--- config.mk ---
export PLATFORM = sky130hd
export DESIGN_NAME = spi_master_ctrl
export DESIGN_NICKNAME = d
export VERILOG_FILES = /design/src/rtl/spi_pkg.sv /design/src/rtl/spi_baud_gen.sv /design/src/rtl/spi_master_ctrl.sv
export SDC_FILE = /design/constraint.sdc
export NUM_CORES = 1
export LEC_CHECK = 0
export CAP_MARGIN = 5
export CORE_MARGIN = 2
export CORE_UTILIZATION = 40
export DETAILED_ROUTE_END_ITERATION = 7
export PLACE_DENSITY = 0.64
export REMOVE_ABC_BUFFERS = 1
export SYNTH_ARGS = -nofsm -noshare
export SYNTH_HDL_FRONTEND = slang
export SYNTH_HIERARCHICAL = 1
export SYNTH_SLANG_ARGS = --single-unit
export TNS_END_PERCENT = 20
--- constraint.sdc ---
create_clock -name pclk -period 1.9 [get_ports pclk]
set_input_delay 0.19 -clock pclk [delete_from_list [all_inputs] [get_ports pclk]]
set_output_delay 0.19 -clock pclk [all_outputs]
set_load 0.01 [all_outputs]
--- src/rtl/spi_pkg.sv ---
// Shared types and constants for the SPI master sequencer.
package spi_pkg;

  typedef enum logic [1:0] {
    IDLE = 2'd0,
    LOAD = 2'd1,
    XFER = 2'd2,
    DONE = 2'd3
  } spi_state_t;

  localparam int EDGES_PER_BYTE = 16;
  localparam int DIV_W_DEF      = 12;

endpackage

--- src/rtl/spi_baud_gen.sv ---
// SCLK half-period divider, SCLK register and the four edge-flag decodes.
module spi_baud_gen #(
  parameter int DIV_W = 12
) (
  input  logic             pclk,
  input  logic             preset,
  input  logic             i_en,
  input  logic             i_rest,
  input  logic [DIV_W-1:0] i_div,
  output logic             o_sclk,
  output logic             o_toggle,
  output logic             o_flaglow,
  output logic             o_flaghigh,
  output logic             o_flagslow,
  output logic             o_flagshigh
);

  logic [DIV_W-1:0] r_div_cnt;
  logic             r_sclk;
  logic             w_at_end;
  logic             w_at_pre;

  assign w_at_end = (r_div_cnt == i_div);
  assign w_at_pre = (r_div_cnt == (i_div - DIV_W'(1)));

  // When disabled the clock is parked at the rest level so an abort lands on cpol.
  always_ff @(posedge pclk or posedge preset) begin
    if (preset) begin
      r_div_cnt <= '0;
      r_sclk    <= 1'b0;
    end else if (!i_en) begin
      r_div_cnt <= '0;
      r_sclk    <= i_rest;
    end else if (w_at_end) begin
      r_div_cnt <= '0;
      r_sclk    <= ~r_sclk;
    end else begin
      r_div_cnt <= r_div_cnt + DIV_W'(1);
    end
  end

  assign o_sclk      = r_sclk;
  assign o_toggle    = i_en & w_at_end;
  assign o_flaglow   = i_en & w_at_end & ~r_sclk;
  assign o_flaghigh  = i_en & w_at_end &  r_sclk;
  assign o_flagslow  = i_en & w_at_pre & ~r_sclk;
  assign o_flagshigh = i_en & w_at_pre &  r_sclk;

endmodule

--- src/rtl/spi_master_ctrl.sv ---
// SPI master sequencer: FSM, edge counter and baud_div shadow around spi_baud_gen.
// Optional SPI_IRQ_EN adds a sticky done interrupt (spi_irq) with clear input irq_clr.
//
// state | meaning
// IDLE  | ss high, sclk follows cpol, waiting for spe & send_req
// LOAD  | one cycle: senddata pulse, ss low, shadow baud_div captured
// XFER  | sclk toggling, EDGES edges counted
// DONE  | one cycle: receivedata/done pulse, ss released on exit
module spi_master_ctrl
  import spi_pkg::*;
#(
  parameter int DIV_W = DIV_W_DEF,
  parameter int EDGES = EDGES_PER_BYTE
) (
  input  logic             pclk,
  input  logic             preset,
  input  logic             spe,
  input  logic             cpol,
  input  logic             cpha,
  input  logic [DIV_W-1:0] baud_div,
  input  logic             send_req,
  output logic             sclk,
  output logic             ss,
  output logic             senddata,
  output logic             receivedata,
  output logic             flaglow,
  output logic             flaghigh,
  output logic             flagslow,
  output logic             flagshigh,
  output logic             busy,
  output logic             done
`ifdef SPI_IRQ_EN
  ,
  output logic             spi_irq,
  input  logic             irq_clr
`endif
);

  localparam int EW = $clog2(EDGES) + 1;

  spi_state_t       r_state;
  spi_state_t       w_next;
  logic [DIV_W-1:0] r_div;
  logic [EW-1:0]    r_edge_cnt;
  logic             w_run;
  logic             w_toggle;
  logic             w_unused_cpha;

  // Both clock phases are served by the edge flags, so cpha needs no logic here.
  assign w_unused_cpha = cpha;

  assign w_run = (r_state == XFER) & spe;

  always_ff @(posedge pclk or posedge preset) begin
    if (preset) begin
      r_state <= IDLE;
    end else begin
      r_state <= w_next;
    end
  end

  always_comb begin
    w_next = r_state;
    case (r_state)
      IDLE: if (spe && send_req) w_next = LOAD;
      LOAD: w_next = spe ? XFER : IDLE;
      XFER: begin
        if (!spe) begin
          w_next = IDLE;
        end else if (w_toggle && (r_edge_cnt == EW'(EDGES - 1))) begin
          w_next = DONE;
        end
      end
      DONE: w_next = IDLE;
      default: w_next = IDLE;
    endcase
  end

  always_ff @(posedge pclk or posedge preset) begin
    if (preset) begin
      r_div      <= DIV_W'(1);
      r_edge_cnt <= '0;
    end else begin
      if (r_state == LOAD) begin
        r_div <= (baud_div == '0) ? DIV_W'(1) : baud_div;
      end
      if (r_state != XFER) begin
        r_edge_cnt <= '0;
      end else if (w_toggle) begin
        r_edge_cnt <= r_edge_cnt + EW'(1);
      end
    end
  end

  spi_baud_gen #(.DIV_W(DIV_W)) u_baud (
    .pclk        (pclk),
    .preset      (preset),
    .i_en        (w_run),
    .i_rest      (cpol),
    .i_div       (r_div),
    .o_sclk      (sclk),
    .o_toggle    (w_toggle),
    .o_flaglow   (flaglow),
    .o_flaghigh  (flaghigh),
    .o_flagslow  (flagslow),
    .o_flagshigh (flagshigh)
  );

  assign busy        = (r_state != IDLE);
  assign ss          = ~busy;
  assign senddata    = (r_state == LOAD);
  assign receivedata = (r_state == DONE);
  assign done        = receivedata;

`ifdef SPI_IRQ_EN
  logic r_irq;

  always_ff @(posedge pclk or posedge preset) begin
    if (preset) begin
      r_irq <= 1'b0;
    end else if (irq_clr) begin
      r_irq <= 1'b0;
    end else if (done) begin
      r_irq <= 1'b1;
    end
  end

  assign spi_irq = r_irq;
`endif

endmodule

==> impl_metrics.csv, run 1 <==
group,metric,value,unit
routing,wl_per_cell,13.1,µm
sta,maxSlewHeadroom,65.1,%
final_layout,nNetsFinal,313,
synth,yosysMostFrequentCell,"nand2_1",
power,swShare,32.4,%
final_layout,fin_area,0.00271,mm²
clock_network,cts_tree,"built",
global_route,grt_start_max_net_pins,20,
place,place_congestion,0.890,
clock_network,root_buffer,"clkbuf_8",
synth,synth_cells,217,
flow_run,drv_cap,0,
synth,synth_warnings,6,
final_layout,area.growth.synth_to_final,41.6,%
worst_setup_path,crit_type,"flip-flop to output pin",
routing,dr.pass1.iters,4,
synth,synth-edff-count,0,
final_layout,n_fill_cell,443,
clock_network,insertion_delay,0.29,ns
synth,synth-seq-area-share,41.9,%
sta,final-max-slew-violation-count,0,
clock_network,clockBufferDepth,2,
power,power,2.04,mW
worst_setup_path,worstPathArrival,2.21,ns
worst_setup_path,crit_slowest_cell,"dfrtp_1",
synth,synth-xor-area-share,15.0,%
place,placed_area,0.00253,mm²
routing,viasPerCell,5.01,
final_layout,drive_gt1_share,26.7,%
routing,drt_wl_total,4540,µm
power,clkPwrFrac,24.9,%
worst_setup_path,start_kind,"flip-flop",
run_status,outcome,"finished with violations",
global_route,grt_pass1_vias,1749,
final_layout,final_cell_count_no_fill,346,
synth,synth_top_flop_cell,"dfrtp_1",
worst_setup_path,crit_family,"simple AND/OR/NAND/NOR gates",
routing,drc,0,
sta,final_hold_viol_count,0,
sta,period_needed,2.40,ns
synth,synth_area_leaders,"dfrtp_1 40%, xnor2_1 9.1%, nand2_1 7.4%",
run_status,violations,"setup timing",
sta,fmax,0.417,GHz
worst_setup_path,crit_path_max_fanout,4,
synth,async_flop_share,100,%
worst_setup_path,worstSetupEndpointType,"output pin",
routing,ant_nets,0,
routing,vias,1735,
power,pwr-share-seq,40.7,%
synth,syn_area,0.00192,mm²
synth,synth_compound_area_share,4.70,%
synth,synthTopCellsByCount,"38 x nand2_1, 31 x dfrtp_1, 27 x nor2_1",
synth,yosys.area_share.simple,30.6,%
place,dp_hpwl,3510,µm
final_layout,final-seq-area,802,µm²
global_route,antenna_found_initial,0,
synth,synth.top_cell.area_share,40.5,%
floorplanning,start_util,41.1,%
power,irDropWorstVdd,0.437,mV
floorplanning,die_h,73.2,µm
sta,worst_slack,-0.501,ns
clock_network,cts_made_buffers,5,
floorplanning,rows,25,
synth,yosys_register_bits,32,
routing,initialDrtViolationCount,106,
sta,worstMarginPinSlew,0.522,ns
synth,synth_top_family_by_area,"simple AND/OR/NAND/NOR gates",
floorplanning,design.die.area,0.00536,mm²
power,powerDensity,754,mW/mm²
power,p_int,1.38,mW
hold_path,hold_class,"input port to asynchronous set/reset pin",
place,portBuffers,26,
power,switchingPower,0.662,mW
sta,fin_skew,0.00577,ns
clock_network,cts_hold_buf,0,
worst_setup_path,slowest_delay,0.42,ns
place,placed_cells,332,
floorplanning,die-width,73.2,µm
sta,period_share,126,%
sta,rsz0062_at_grt,"yes",
worst_setup_path,crit_buf_inv,2,
floorplanning,io_pins,28,
worst_setup_path,critPathRequiredTime,1.71,ns
final_layout,diodes,0,
synth,synth.distinct_cells,42,
power,power_frac_comb,34.3,%
place,dp_slack,-0.675,ns
clock_network,cts_sinks,32,
global_route,grt.total_usage,19.1,%
synth,synth.avg_cell_area,8.83,µm²
global_route,grt_pass1_wl,7890,µm
clock_network,cts_max_level,2,
final_layout,multi_input_area,0.00110,mm²
synth,yosys.area.top_type,"dfrtp_1",
synth,synth_adder_area_share,2.61,%
synth,synthMuxAreaShare,0.523,%
power,leakage,1.22,nW
floorplanning,coreArea,0.00466,mm²
worst_setup_path,path_cells,"buf_4, or3_4, nand4bb_1, xnor2_1, nand2_1, nor4_1, buf_2",
clock_network,clk_pin_slew,0.06,ns
global_route,overflow,0,
sta,setup_viol,10,
[cell families (layout without fill, tap and decap cells)]
group | count (synthesis) | count (layout)
simple gates | 115 | 115
flops | 32 | 32
mux | 1 | 1
xor+xnor | 32 | 32
compound gates | 13 | 13
fa+ha+maj | 4 | 4
buf+inv | 20 | 95
[worst register-to-register path, delay by kind of cell (launching register included)]
| family | cells | cell delay, ns |
|---|---|---|
| flops | 1 | 0.42 |
| simple gates | 5 | 0.76 |
| buf+inv | 6 | 0.78 |
| xor+xnor | 2 | 0.29 |
[through the flow]
stage	hold slack [ns]	utilization, %	TNS [ns]
final	0.248	58.2	-3.92
after global routing	0.290	58.2	-7.36
after CTS	0.250	57.2	-3.89
after detailed placement	0.510	54.3	-3.02
after global placement	0.501	54.3	-2.70
after floorplan	0.0670	-	-0.432
[metal layers]
| metal | share of wire [%] | GRT usage [%] | wire (µm) | vias to the layer above |
|---|---|---|---|---|
| li1 | - | - | - | 870 |
| met1 | 47 | 26.1 | 2130 | 820 |
| met2 | 47 | 30.0 | 2130 | 37 |
| met3 | 4.6 | 3.73 | 207 | 8 |
| met4 | 1.5 | 7.00 | 70 | 0 |
| met5 | 0 | 0 | 0 | - |
[worst paths after layout]
check / cells after the start / endpoint / slack (ns) / from
worst max-delay path: 7 / flagslow / -0.50 / r_div[1]
worst max register to register: 13 / r_edge_cnt[3] / -0.45 / r_div[1]
max in group asynchronous: 2 / u_baud/o_sclk / 1.28 / preset
worst min register to register: 2 / r_div[11] / 0.52 / r_div[11]
min in group pclk: 3 / r_div[9] / 0.46 / baud_div[9]
worst min-delay path: 3 / r_div[10] / 0.25 / preset
[power by group through the flow]
stage	Combinational (mW)	Clock (mW)	Sequential, mW
6_report	0.702	0.510	0.833
3_3_place_gp	0.626	0	0.839
3_5_place_dp	0.641	0	0.841
2_1_floorplan	0.323	0	0.850
4_1_cts	0.669	0.522	0.831
5_1_grt	0.767	0.568	0.843
[sequential cells by signal, summed over array words and instances (netlist names)]
name,cells
r_div,12
u_baud/r_div_cnt,12
r_edge_cnt,5
r_state,2
u_baud/o_sclk,1
[timing repair]
| action | in CTS | in global routing |
|---|---|---|
| gates cloned | 0 | 0 |
| pin swaps | 13 | 8 |
| gates resized for setup | 22 | 8 |
| buffers inserted | 3 | 3 |
| endpoints found under the setup margin | 10 | 23 |
[layout make-up]
type | instances | area share (%)
Sequential cell | 32 | 29.6
Multi-Input combinational cell | 165 | 40.4
Inverter | 13 | 1.94
Tap cell | 54 | 2.49
Timing Repair Buffer | 74 | 22.6
Clock buffer | 7 | 2.81
Clock inverter | 1 | 0.185
[placed cells by master, fill, tap and decap left out, drive strengths merged, types with 2 or more instances in the layout]
master	instances
buf	52
or3	2
nor3	6
inv	12
nand3	10
ha	4
xor2	11
clkdlybuf4s50	22
and3	3
a21oi	4
o211ai	2
nor2b	3
a31oi	2
nor4	8
xnor2	21
nor2	27
clkbuf	7
dfrtp	31
nand2b	5
nand4	6
nand2	38
No activity file was read; power rests on OpenSTA's default activity.
==> run 2, diff against run 1 <==
--- a/config.mk
+++ b/config.mk
@@ -8,6 +8,7 @@
 export CAP_MARGIN = 5
 export CORE_MARGIN = 2
 export CORE_UTILIZATION = 40
+export CTS_BUF_LIST = sky130_fd_sc_hd__clkbuf_8
 export DETAILED_ROUTE_END_ITERATION = 7
 export PLACE_DENSITY = 0.64
 export REMOVE_ABC_BUFFERS = 1
==> impl_metrics.csv, run 2 (synthesis results as in run 1) <==
group,metric,value,unit
clock_network,cts_hold_buf,0,
floorplanning,coreArea,0.00466,mm²
power,p_int,1.37,mW
place,dp_slack,-0.675,ns
global_route,antenna_found_initial,0,
routing,ant_nets,0,
worst_setup_path,r2r_slack,-0.45,ns
worst_setup_path,r2r_end,"r_edge_cnt[3]",
worst_setup_path,slowest_delay,0.42,ns
place,portBuffers,26,
power,swShare,32.6,%
run_status,outcome,"finished with violations",
floorplanning,rows,25,
hold_path,hold_class,"input port to asynchronous set/reset pin",
worst_setup_path,crit_slowest_cell,"dfrtp_1",
worst_setup_path,worstPathArrival,2.21,ns
worst_setup_path,path_cells,"buf_4, or3_4, nand4bb_1, xnor2_1, nand2_1, nor4_1, buf_2",
power,switchingPower,0.663,mW
final_layout,nNetsFinal,313,
worst_setup_path,crit_type,"flip-flop to output pin",
place,place_congestion,0.890,
final_layout,final_common_cell,"buf_4",
place,placed_cells,332,
clock_network,root_buffer,"clkbuf_8",
sta,final_hold_viol_count,0,
clock_network,cts_tree,"built",
worst_setup_path,worstSetupEndpointType,"output pin",
routing,wl_per_cell,13.1,µm
clock_network,clk_pin_slew,0.07,ns
worst_setup_path,start_kind,"flip-flop",
routing,drt_wl_total,4540,µm
routing,initialDrtViolationCount,100,
clock_network,cts_max_level,2,
clock_network,insertion_delay,0.29,ns
floorplanning,io_pins,28,
final_layout,reg_top3,"r_div: 12 flops, u_baud/r_div_cnt: 12 flops, r_edge_cnt: 5 flops",
clock_network,clockBufferDepth,2,
final_layout,diodes,0,
sta,worst_slack,-0.501,ns
power,irDropWorstVdd,0.437,mV
routing,drc,0,
global_route,grt_start_max_net_pins,20,
sta,fmax,0.417,GHz
floorplanning,start_util,41.1,%
sta,rsz0062_at_grt,"yes",
sta,fin_skew,0.00610,ns
power,power_frac_comb,34.5,%
global_route,grt.total_usage,19.1,%
sta,period_needed,2.40,ns
final_layout,final_cell_count_no_fill,346,
floorplanning,die-width,73.2,µm
sta,final-max-slew-violation-count,0,
power,leakage,1.23,nW
worst_setup_path,worst_r2r_path_depth,13,
clock_network,cts_sinks,32,
sta,setup_viol,10,
final_layout,post-route-util,58.2,%
sta,worstMarginPinSlew,0.522,ns
final_layout,drive_gt1_share,26.7,%
final_layout,n_fill_cell,443,
worst_setup_path,reg2reg_from,"r_div[1]",
place,dp_hpwl,3510,µm
routing,viasPerCell,5.01,
worst_setup_path,critPathRequiredTime,1.71,ns
floorplanning,design.die.area,0.00536,mm²
routing,vias,1735,
run_status,violations,"setup timing",
global_route,grt_pass1_wl,7890,µm
clock_network,cts_made_buffers,5,
global_route,overflow,0,
worst_setup_path,crit_path_max_fanout,4,
power,pwr-share-seq,40.9,%
final_layout,area.growth.synth_to_final,41.6,%
sta,maxSlewHeadroom,65.1,%
floorplanning,die_h,73.2,µm
flow_run,drv_cap,0,
final_layout,final_cell_mix,"47 x buf_4, 38 x nand2_1, 31 x dfrtp_1, 26 x nor2_1, 22 x clkdlybuf4s50_1",
routing,dr.pass1.iters,4,
power,powerDensity,750,mW/mm²
global_route,grt_pass1_vias,1749,
power,clkPwrFrac,24.6,%
sta,period_share,126,%
[run 2: cell types whose count changed in the layout (fill, tap and decap cells not counted), sizes merged]
cell / delta
clkbuf: -2
inv: +2
[run 2: worst max-delay path by stage]
stage / depth (start not counted) / slack (ns) / end / startpoint
floorplan: 7 / -0.22 / flagshigh / r_div[0]
global placement: 8 / -0.56 / flagshigh / r_div[0]
detailed placement: 8 / -0.67 / flagshigh / r_div[0]
CTS: 7 / -0.47 / flagslow / r_div[0]
global route: 13 / -0.64 / r_edge_cnt[3] / r_div[1]
finish: 7 / -0.50 / flagslow / r_div[1]
[run 2: repair_timing]
item / CTS / global route
endpoints found under the setup margin: 10 / 23
pin swaps: 13 / 8
resized for setup: 22 / 8
setup buffers: 3 / 3
[run 2: final cells by class]
cell class / count / area (µm²) / share of cell area, %
inverters: 13 / 52.6 / 1.94
clock inverters: 3 / 12.5 / 0.461
multi-input cells: 165 / 1100 / 40.4
repair buffers: 74 / 613 / 22.6
flip-flops and latches: 32 / 802 / 29.6
well taps: 54 / 67.6 / 2.49
clock buffers: 5 / 68.8 / 2.54
[run 2: through the flow]
step | area [µm²] | hold WS [ns] | TNS [ns] | total power [mW]
finish | 2710 | 0.248 | -3.92 | 2.03
global route | 2710 | 0.290 | -7.35 | 2.17
CTS | 2660 | 0.248 | -3.89 | 2.01
detailed placement | 2530 | 0.510 | -3.02 | 1.48
global placement | 2530 | 0.501 | -2.70 | 1.47
floorplan | 1870 | 0.0670 | -0.432 | 1.17
[run 2: routing by layer]
metal	wire length, µm	up-vias	global-route usage (%)
met1	2130	820	26.1
met2	2130	37	30.0
li1	-	870	-
met3	207	8	3.73
met4	70	0	7.00
met5	0	-	0
[run 2: worst max-delay path: cells and delay by family (launching register included)]
family	cells	cell delay, ns
AND/OR/NAND/NOR	4	0.98
buffers and inverters	2	0.33
flip-flops	1	0.42
XOR/XNOR	1	0.21
[run 2: power by group through the flow]
stage	registers [mW]	logic, mW	clock network, mW
after floorplan	0.850	0.323	0
after global placement	0.839	0.626	0
after detailed placement	0.841	0.641	0
after CTS	0.831	0.669	0.514
after global routing	0.843	0.767	0.558
final	0.833	0.702	0.500
